===== src/rtl/riscv_crypto_pkg.sv =====
// riscv_crypto_pkg: shared FSM encoding and SM4 byte-round constants
package riscv_crypto_pkg;
  typedef enum logic [1:0] {
    SM4_SEQ_IDLE,
    SM4_SEQ_RUN,
    SM4_SEQ_DONE
  } sm4_seq_state_t;
  localparam int SM4_BYTES = 4;
  localparam int SM4_BS_W = 2;
endpackage


===== src/rtl/riscv_crypto_rr_arb.sv =====
// riscv_crypto_rr_arb: round-robin arbiter searching upward from ptr with wrap
module riscv_crypto_rr_arb #(
  parameter int N = 2,
  parameter int IDX_W = 2
) (
  input  logic [N-1:0]     req,
  input  logic [IDX_W-1:0] ptr,
  output logic [N-1:0]     gnt,
  output logic [IDX_W-1:0] idx
);
  logic [2*N-1:0] rot;
  assign rot = {req, req} >> ptr;
  // Scan from the farthest offset down so the nearest requester wins.
  always_comb begin
    idx = '0;
    for (int k = N - 1; k >= 0; k--)
      if (rot[k]) idx = IDX_W'((int'(ptr) + k) % N);
    gnt = |req ? N'(1) << idx : '0;
  end
endmodule


===== src/rtl/riscv_crypto_sm4_seq.sv =====
// riscv_crypto_sm4_seq: arbitrated four-pass sequencer over one SM4 byte-round unit
module riscv_crypto_sm4_seq
  import riscv_crypto_pkg::*;
#(
  parameter int NUM_REQ = 2,
  parameter int ID_W = 2
) (
  input  logic                  g_clk,
  input  logic                  g_rst,
  input  logic [NUM_REQ-1:0]    req_valid,
  output logic [NUM_REQ-1:0]    req_ready,
  input  logic [NUM_REQ-1:0]    req_op_ks,
  input  logic [32*NUM_REQ-1:0] req_rs1,
  input  logic [32*NUM_REQ-1:0] req_rs2,
  output logic                  rsp_valid,
  input  logic                  rsp_ready,
  output logic [ID_W-1:0]       rsp_id,
  output logic [31:0]           rsp_data,
  output logic [31:0]           fu_rs1,
  output logic [31:0]           fu_rs2,
  output logic [SM4_BS_W-1:0]   fu_bs,
  output logic                  fu_op_ks,
  output logic                  fu_op_ed,
  input  logic [31:0]           fu_result
);
  sm4_seq_state_t state, state_nxt;
  logic [ID_W-1:0] rr_ptr, id_q, gnt_idx;
  logic [NUM_REQ-1:0] gnt;
  logic [SM4_BS_W-1:0] bs_cnt;
  logic [31:0] acc, rs2_q, sel_rs1, sel_rs2;
  logic op_q, idle, run, done, accept;

  riscv_crypto_rr_arb #(.N(NUM_REQ), .IDX_W(ID_W)) u_arb (
    .req(req_valid),
    .ptr(rr_ptr),
    .gnt(gnt),
    .idx(gnt_idx)
  );

  assign idle = state == SM4_SEQ_IDLE;
  assign run = state == SM4_SEQ_RUN;
  assign done = state == SM4_SEQ_DONE;
  assign accept = idle && |req_valid;
  assign req_ready = idle ? gnt : '0;
  assign rsp_valid = done;
  assign rsp_data = done ? acc : '0;
  assign rsp_id = done ? id_q : '0;
  assign fu_rs1 = acc;
  assign fu_rs2 = rs2_q;
  assign fu_bs = bs_cnt;
  assign fu_op_ks = run && op_q;
  assign fu_op_ed = run && !op_q;

  always_comb begin
    sel_rs1 = '0;
    sel_rs2 = '0;
    for (int i = 0; i < NUM_REQ; i++) begin
      sel_rs1 |= gnt[i] ? req_rs1[32*i +: 32] : '0;
      sel_rs2 |= gnt[i] ? req_rs2[32*i +: 32] : '0;
    end
  end

  always_comb begin
    state_nxt = state;
    if (accept) state_nxt = SM4_SEQ_RUN;
    else if (run && bs_cnt == SM4_BS_W'(SM4_BYTES - 1)) state_nxt = SM4_SEQ_DONE;
    else if (done && rsp_ready) state_nxt = SM4_SEQ_IDLE;
  end

  always_ff @(posedge g_clk)
    if (g_rst) state <= SM4_SEQ_IDLE;
    else state <= state_nxt;

  always_ff @(posedge g_clk)
    if (g_rst) begin
      rr_ptr <= '0;
      bs_cnt <= '0;
      acc <= '0;
      rs2_q <= '0;
      op_q <= 1'b0;
      id_q <= '0;
    end else if (accept) begin
      acc <= sel_rs1;
      rs2_q <= sel_rs2;
      op_q <= |(req_op_ks & gnt);
      id_q <= gnt_idx;
      bs_cnt <= '0;
      rr_ptr <= gnt_idx == ID_W'(NUM_REQ - 1) ? '0 : gnt_idx + 1'b1;
    end else if (run) begin
      acc <= fu_result;
      bs_cnt <= bs_cnt + 1'b1;
    end
endmodule

===== config.mk =====
export PLATFORM = sky130hd
export DESIGN_NAME = riscv_crypto_sm4_seq
export DESIGN_NICKNAME = d
export VERILOG_FILES = /design/src/rtl/riscv_crypto_pkg.sv /design/src/rtl/riscv_crypto_rr_arb.sv /design/src/rtl/riscv_crypto_sm4_seq.sv
export SDC_FILE = /design/constraint.sdc
export NUM_CORES = 1
export LEC_CHECK = 0
export BUFFER_PORTS_ARGS = -buffer_cell sky130_fd_sc_hd__buf_2
export CORE_AREA = 2 2 105 107
export DETAILED_ROUTE_END_ITERATION = 10
export DIE_AREA = 0 0 107 109
export PLACE_DENSITY = 0.72
export SKIP_LAST_GASP = 1
export SYNTH_ARGS = -nofsm -noshare
export SYNTH_HDL_FRONTEND = slang
export SYNTH_HIERARCHICAL = 1
export SYNTH_SLANG_ARGS = --single-unit

===== constraint.sdc =====
create_clock -name g_clk -period 3.2 [get_ports g_clk]
set_clock_uncertainty 0.1 [all_clocks]
set_input_delay 0.32 -clock g_clk [delete_from_list [all_inputs] [get_ports g_clk]]
set_output_delay 0.32 -clock g_clk [all_outputs]
set_load 0.05 [all_outputs]

==> results of run 1 <==
-- power groups by stage --
stage	registers [uW]	clock network, uW	logic, uW
after detailed placement	1080	0	927
after floorplan	1370	0	365
after CTS	1060	868	928
after global placement	1080	0	911
final	1060	842	925
after global routing	1070	899	994
-- sequential cells by signal, indices dropped and copies added (netlist names) --
name    count
fu_bs       2
fu_rs2     32
id_q        2
fu_rs1     32
state       2
op_q        1
rr_ptr      1
-- worst min-delay path by stage --
stage | from | to | slack [ns]
floorplan | id_q[0] | id_q[0] | 0.35
global placement | id_q[1] | id_q[1] | 0.36
detailed placement | id_q[1] | id_q[1] | 0.37
CTS | rsp_ready | state[1] | 0.11
global route | fu_result[22] | fu_rs1[22] | 0.13
finish | rsp_ready | state[1] | 0.13
-- stage by stage --
stage / total power, uW / instances / util / cell area, um^2
after CTS: 2854 / 841 / 0.5077 / 5383
after detailed placement: 2004 / 825 / 0.4857 / 5150
final: 2825 / 841 / 0.5077 / 5383
after global placement: 1987 / 825 / 0.4857 / 5150
after floorplan: 1736 / 459 / - / 3811
after global routing: 2963 / 841 / 0.5077 / 5383
-- metal layers --
| layer | wire (um) | vias to the layer above | share of wire |
|---|---|---|---|
| li1 | - | 2185 | - |
| met5 | 0 | - | 0 |
| met4 | 227 | 0 | 0.017 |
| met1 | 5463 | 2079 | 0.40 |
| met3 | 1190 | 17 | 0.087 |
| met2 | 6852 | 217 | 0.50 |
-- layout make-up --
cell class / count / share of cell area
clock buffers: 14 / 0.03208
inverters: 2 / 0.001395
multi-input cells: 329 / 0.3877
repair buffers: 282 / 0.2673
clock inverters: 2 / 0.01116
flip-flops and latches: 72 / 0.2678
well taps: 140 / 0.03254
-- cells in the final DEF (no fill, tap or decap), types with 5 or more instances in the layout --
cell	instances
buf_4	11
clkbuf_8	12
a311oi_1	32
nand2_1	65
a22o_1	32
a211oi_1	33
and2_1	37
a22oi_1	33
buf_2	271
o21ai_0	5
nor3_1	34
a21oi_1	38
dfxtp_1	72
-- worst max-delay path, cell delays in order, from the launching register on --
cell and delay (ns):
dfxtp_1 0.46, nor2b_2 0.54, buf_4 0.31, and2_1 0.17, buf_2 0.26
==> impl_metrics.toml, run 1 <==
[critical_path]
rr_endpoint = "fu_rs2[20]"
reg2regPathDepth = 4
crit_path_end = "rsp_data[17]"
crit_start = "state[1]"
rr_startpoint = "state[1]"
cp-end-kind = "output pin"
critical_path_class = "flop to output pin"
worstPathArrival_ns = 2.10
critPathMaxFanout = 21
reg2reg_setup_slack_ns = 1.22
crit_required_ns = 2.78
start_kind = "flop"

[timing]
period_share = 0.7863
period_minus_slack_ns = 2.516
rsz0062_at_grt = "false"
worst_slew_pin_slew_ns = 0.6880
tns_ns = 0
setup_viol = 0
hold_violations = 0
report.final.slew_viol_count = 0
relSlewSlack = 0.5413
layout_setup_ws_ns = 0.6839
timing.hold.ws_ns = 0.1344
fmax_mhz = 397.4

[worst_hold_path]
holdPathStages = 3
min_path_type = "input pin to flop"

[synth]
syn-mean-instance-area_um2 = 8.303
syn_nets = 627
syn_area_um2 = 3811
ys_warn_count = 6
synthCells = 459

[floorplan]
coreArea_um2 = 10600
row_count = 38
start_util = 0.3595
ios = 272
die_w_um = 107
fp.dieH_um = 109
dieArea_um2 = 11660

[power]
powerDensity_nw_per_um2 = 524.8
switching_power_uw = 1041
p_int_uw = 1783
leakage_uw = 0.002604
p_clk_frac = 0.298
sw_frac_of_total = 0.3687
peakVddDrop_mv = 0.2396
p_comb_frac = 0.327
power_frac_seq = 0.375

[finish]
area_growth_pct = 41.23
multiInputGateArea_um2 = 2087
post_route_cells_drive_above_1_share = 0.4351
fill_cells = 1017
antennaDiodeCount = 0
seq_area_um2 = 1441
fin_nets = 864

[grt]
grt_pass1_vias = 4321
antenna_found_initial = 0
overflow = 0
grt_first_pass_wirelength_um = 20830
use_met1 = 0.2647
grtUsageMet3 = 0.04901
grt_usage = 0.2250
grt_util_met2 = 0.3999
grt-busiest-layer = "met2"
grt_max_degree = 67

[placement]
place_congestion = 0.8331
hpwl_um = 9804
port-buffer-count = 271
dpl_worst_slack_ns = 1.031

[route]
first_pass_iters = 4
via_per_inst = 5.348
drtIter0Drc = 243
via_count = 4498
route.detailed.drc = 0
wirelength_um = 13730
ant_nets = 0
wl_per_cell_um = 16.33

[job]
maxCapViolations = 0

[status]
status = "completed"

[clocking]
clock_latency_ns = 0.34
clock-root-buffer = "clkbuf_8"
ctsHoldBuffers = 0
ctsResizeCount = 0
clock_sinks = 72
path_clk_slew_ns = 0.07
cts_tree = "done"
cts.htree.levels = 3
postCtsSetupRepairBufs = 0
cts.path.max_buffers = 2
cts_buffers = 9
Power figures use the tool's default switching activity.
==> run 2: changes to the inputs <==
--- a/config.mk
+++ b/config.mk
@@ -6,10 +6,10 @@
 export NUM_CORES = 1
 export LEC_CHECK = 0
 export BUFFER_PORTS_ARGS = -buffer_cell sky130_fd_sc_hd__buf_2
-export CORE_AREA = 2 2 105 107
+export CORE_AREA = 2 2 104 106
 export DETAILED_ROUTE_END_ITERATION = 10
-export DIE_AREA = 0 0 107 109
-export PLACE_DENSITY = 0.72
+export DIE_AREA = 0 0 106 108
+export PLACE_DENSITY = 0.76
 export SKIP_LAST_GASP = 1
 export SYNTH_ARGS = -nofsm -noshare
 export SYNTH_HDL_FRONTEND = slang
==> constraint.sdc (replaced) <==
create_clock -name g_clk -period 2 [get_ports g_clk]
set_clock_uncertainty 0.1 [all_clocks]
set_input_delay 0.2 -clock g_clk [delete_from_list [all_inputs] [get_ports g_clk]]
set_output_delay 0.2 -clock g_clk [all_outputs]
set_load 0.05 [all_outputs]
==> impl_metrics.toml, run 2 (synthesis gave the netlist of run 1 again) <==
[grt]
grt_max_degree = 73
grt_usage = 0.2331
antenna_found_initial = 0
grt_pass1_vias = 4509
grt_first_pass_wirelength_um = 21450
overflow = 0

[floorplan]
dieArea_um2 = 11450
row_count = 37
fp.dieH_um = 108
ios = 272
coreArea_um2 = 10230
start_util = 0.3725
die_w_um = 106

[route]
first_pass_iters = 5
via_count = 4589
met2_wirelength_um = 6747
wl_met3_um = 1101
top_layer_used = "met4"
wirelength_um = 13680
wl_met1_um = 5473
route.detailed.drc = 0
ant_nets = 0
via_per_inst = 5.437
wl_per_cell_um = 16.20
drtIter0Drc = 286

[job]
maxCapViolations = 0

[placement]
hpwl_um = 9887
place_congestion = 0.8519
port-buffer-count = 271
dpl_worst_slack_ns = 0.3238

[power]
leakage_uw = 0.002643
powerDensity_nw_per_um2 = 796.1
peakVddDrop_mv = 0.4234
power_uw = 4339

[critical_path]
worstPathArrival_ns = 1.60
cp_cell_sequence = "nor2b_2 -> buf_4 -> and2_1 -> buf_2"
cp-end-kind = "output pin"
critPathMaxFanout = 15
critical_path_class = "flop to output pin"
max_stage_delay_ns = 0.40
crit_required_ns = 1.70
cp_slowest_cell = "dfxtp_2"
start_kind = "flop"

[finish]
multiInputGateArea_um2 = 2083
post_route_cells_drive_above_1_share = 0.4449
final_common_cell = "buf_2"
area_growth_pct = 43.01
seq_area_um2 = 1443
fin_nets = 872
fill_cells = 986
final_core_util = 0.5327
final_cell_mix = "268 x buf_2, 71 x dfxtp_1, 65 x nand2_1, 38 x a21oi_1, 37 x and2_1"
antennaDiodeCount = 0

[worst_hold_path]
min_path_type = "input pin to flop"

[timing]
period_share = 0.9514
period_minus_slack_ns = 1.903
fmax_mhz = 525.5
report.final.slew_viol_count = 0
hold_violations = 0
setup_viol = 0
layout_setup_ws_ns = 0.09714
rsz0062_at_grt = "true"

[clocking]
clock_latency_ns = 0.34
clock-root-buffer = "clkbuf_8"
cts.path.max_buffers = 2
cts.htree.levels = 3
postCtsSetupRepairBufs = 0
cts_buffers = 9
cts_tree = "done"
path_clk_slew_ns = 0.07
ctsHoldBuffers = 0
clock_sinks = 72

[status]
status = "completed"
[run 2: cell count changes in the layout (fill, tap and decap cells not counted), sizes merged]
cell / previous run / this run
buf: 282 / 288
clkinv: 0 / 3
bufinv: 2 / 1
clkbuf: 14 / 13
[run 2: layout make-up]
| cell class | count | area share |
|---|---|---|
| Clock inverter | 4 | 0.008264 |
| Inverter | 2 | 0.001377 |
| Sequential cell | 72 | 0.2647 |
| Timing Repair Buffer | 290 | 0.2863 |
| Multi-Input combinational cell | 329 | 0.3822 |
| Tap cell | 136 | 0.03122 |
| Clock buffer | 11 | 0.02594 |
[run 2: per-layer routing]
layer  track usage  vias up
met3       0.05365       25
met4        0.1043        0
met5             0        -
met1        0.2685     2136
met2        0.4134      231
li1              -     2197
[run 2: stage by stage]
step | cell area, um^2 | hold WS [ns] | TNS (ns) | std cells
final | 5450 | 0.03394 | 0 | 844
after global routing | 5450 | 0.02599 | -0.01771 | 844
after CTS | 5440 | 0.01239 | 0 | 844
after detailed placement | 5250 | 0.3814 | 0 | 829
after global placement | 5250 | 0.3616 | 0 | 829
after floorplan | 3811 | 0.2683 | 0 | 459
[run 2: critical path, delay by kind of cell (launching register included)]
kind          cells  cell delay, ns
buf+inv           2            0.47
flops             1            0.40
simple gates      2            0.39
[run 2: power by group]
group          switching, uW  total, uW  internal (uW)
sequential               107       1690           1590
clock                    529       1130            598
combinational           1030       1520            492
total                   1660       4340           2680
[run 2: path summary, 6_finish.rpt]
path / start / end / slack [ns] / cells past startpoint
max reg2reg: rr_ptr[0] / fu_rs2[17] / 0.34 / 5
min: fu_result[22] / fu_rs1[22] / 0.03 / 3
max: state[1] / rsp_data[31] / 0.1 / 4
min reg2reg: id_q[0] / id_q[0] / 0.39 / 2
[run 2: repair_timing]
item,in CTS,in global routing
hold endpoints to repair,0,0
resized for setup,2,4
endpoints found under the setup margin,21,13
cloned,0,0
==> run 3: changes to the inputs <==
--- a/config.mk
+++ b/config.mk
@@ -10,6 +10,7 @@
 export DETAILED_ROUTE_END_ITERATION = 10
 export DIE_AREA = 0 0 106 108
 export PLACE_DENSITY = 0.76
+export SETUP_SLACK_MARGIN = 0.4
 export SKIP_LAST_GASP = 1
 export SYNTH_ARGS = -nofsm -noshare
 export SYNTH_HDL_FRONTEND = slang
==> impl_metrics.toml, run 3 (synthesis gave the netlist of run 1 again) <==
[timing]
hold_violations = 0
report.final.slew_viol_count = 0
setup_viol = 0
period_minus_slack_ns = 1.828
rsz0062_at_grt = "true"
tns_ns = 0
period_share = 0.9139
worst_slew_pin_slew_ns = 0.5895
fmax_mhz = 547.1
relSlewSlack = 0.6070

[finish]
seq_area_um2 = 1450
post_route_cells_drive_above_1_share = 0.5165
fill_cells = 867
final_common_cell = "buf_2"
multiInputGateArea_um2 = 2191
antennaDiodeCount = 0
final_cell_mix = "232 x buf_2, 69 x dfxtp_1, 64 x nand2_1, 38 x a21oi_1"
fin_nets = 889
area_growth_pct = 65.33

[route]
ant_nets = 0
first_pass_iters = 5
via_count = 4826
wl_per_cell_um = 18.58
drtIter0Drc = 323
via_per_inst = 5.599
route.detailed.drc = 0
wirelength_um = 16020

[power]
switching_power_uw = 1792
peakVddDrop_mv = 0.4554
powerDensity_nw_per_um2 = 744.3
p_clk_frac = 0.287
p_int_uw = 2898
power_uw = 4690
p_comb_frac = 0.351
power_frac_seq = 0.362
leakage_uw = 0.002913
sw_frac_of_total = 0.3821

[status]
status = "completed"

[critical_path]
cp_cell_sequence = "nor2b_4 -> buf_6 -> buf_16 -> and2_2 -> buf_6"
start_kind = "flop"
critical_path.most_common_cell = "buf_6"
cp-end-kind = "output pin"
crit_required_ns = 1.70
path_buf_inv = 3
cp_slowest_cell = "dfxtp_4"
max_stage_delay_ns = 0.36
critical_path_class = "flop to output pin"
critPathMaxFanout = 9
worstPathArrival_ns = 1.53
crit_family = "buffers and inverters"

[floorplan]
dieArea_um2 = 11450
start_util = 0.3725
row_count = 37
coreArea_um2 = 10230
die_w_um = 106
ios = 272
fp.dieH_um = 108

[clocking]
clock-root-buffer = "clkbuf_8"
cts.htree.levels = 3
cts_buffers = 9
cts_tree = "done"
clock_sinks = 72
cts.path.max_buffers = 2
clock_latency_ns = 0.35
path_clk_slew_ns = 0.08

[placement]
place_congestion = 0.8760
port-buffer-count = 271
hpwl_um = 10320

[grt]
antenna_found_initial = 0
overflow = 0
grt_max_degree = 36
grt_first_pass_wirelength_um = 23420
grt_pass1_vias = 4770
grt_usage = 0.2581

[worst_hold_path]
min_path_type = "input pin to flop"

[job]
maxCapViolations = 0
run 3: cell types whose count changed in the layout (fill, tap and decap cells not counted), moves of 8 or more:
cell	previous run	this run
and2_1	37	2
buf_8	0	24
buf_2	268	232
buf_6	1	20
and2_4	0	23
buf_12	4	12
and2_2	0	12
run 3: what timing repair did:
| action | CTS | global route |
|---|---|---|
| hold buffers | 1 | 0 |
| gates resized for setup | 123 | 31 |
| endpoints found under the setup margin | 78 | 103 |
| setup buffers | 7 | 3 |
| gates cloned | 3 | 4 |
| pin swaps | 3 | 25 |
| hold endpoints to repair | 1 | 0 |
run 3: area by class of cell:
| class | instances | share of cell area |
|---|---|---|
| flip-flops and latches | 72 | 0.2301 |
| multi-input cells | 329 | 0.3477 |
| well taps | 136 | 0.02701 |
| clock inverters | 6 | 0.01469 |
| repair buffers | 307 | 0.3570 |
| inverters | 2 | 0.001589 |
| clock buffers | 10 | 0.02184 |
run 3: layer usage:
layer | track usage | part of all wire | vias to the layer above
li1 | - | - | 2239
met1 | 0.3011 | 0.37 | 2234
met2 | 0.4553 | 0.51 | 305
met3 | 0.05787 | 0.083 | 48
met4 | 0.1137 | 0.037 | 0
met5 | 0 | 0 | -
run 3: worst paths after layout:
check | startpoint | to | slack, ns | depth (start not counted)
min reg2reg | id_q[0] | id_q[0] | 0.37 | 2
min | fu_result[28] | fu_rs1[28] | 0.02 | 3
max reg2reg | state[1] | fu_rs1[18] | 0.31 | 5
max | state[1] | rsp_data[26] | 0.17 | 5
run 3: power by group through the flow:
stage | Clock [uW] | Sequential [uW] | Combinational (uW)
floorplan | 0 | 2190 | 588
detailed placement | 0 | 1720 | 1520
CTS | 1360 | 1690 | 1590
finish | 1340 | 1700 | 1650
global route | 1420 | 1710 | 1750
global placement | 0 | 1720 | 1500
run 3: worst min-delay path: stages:
cell and delay [ns]:
buf_2 0.10, nand2_1 0.05, a311oi_1 0.07
run 3: stage by stage:
stage,setup slack [ns],hold slack [ns],instance area [um^2],std cells,util
after floorplan,0.3769,0.2683,3850,459,-
after global placement,0.3618,0.3589,5333,828,0.5212
after detailed placement,0.1824,0.3614,5333,828,0.5212
after CTS,0.1790,0.004606,6085,855,0.5947
after global routing,0.1154,0.005308,6301,862,0.6159
final,0.1723,0.01648,6301,862,0.6159
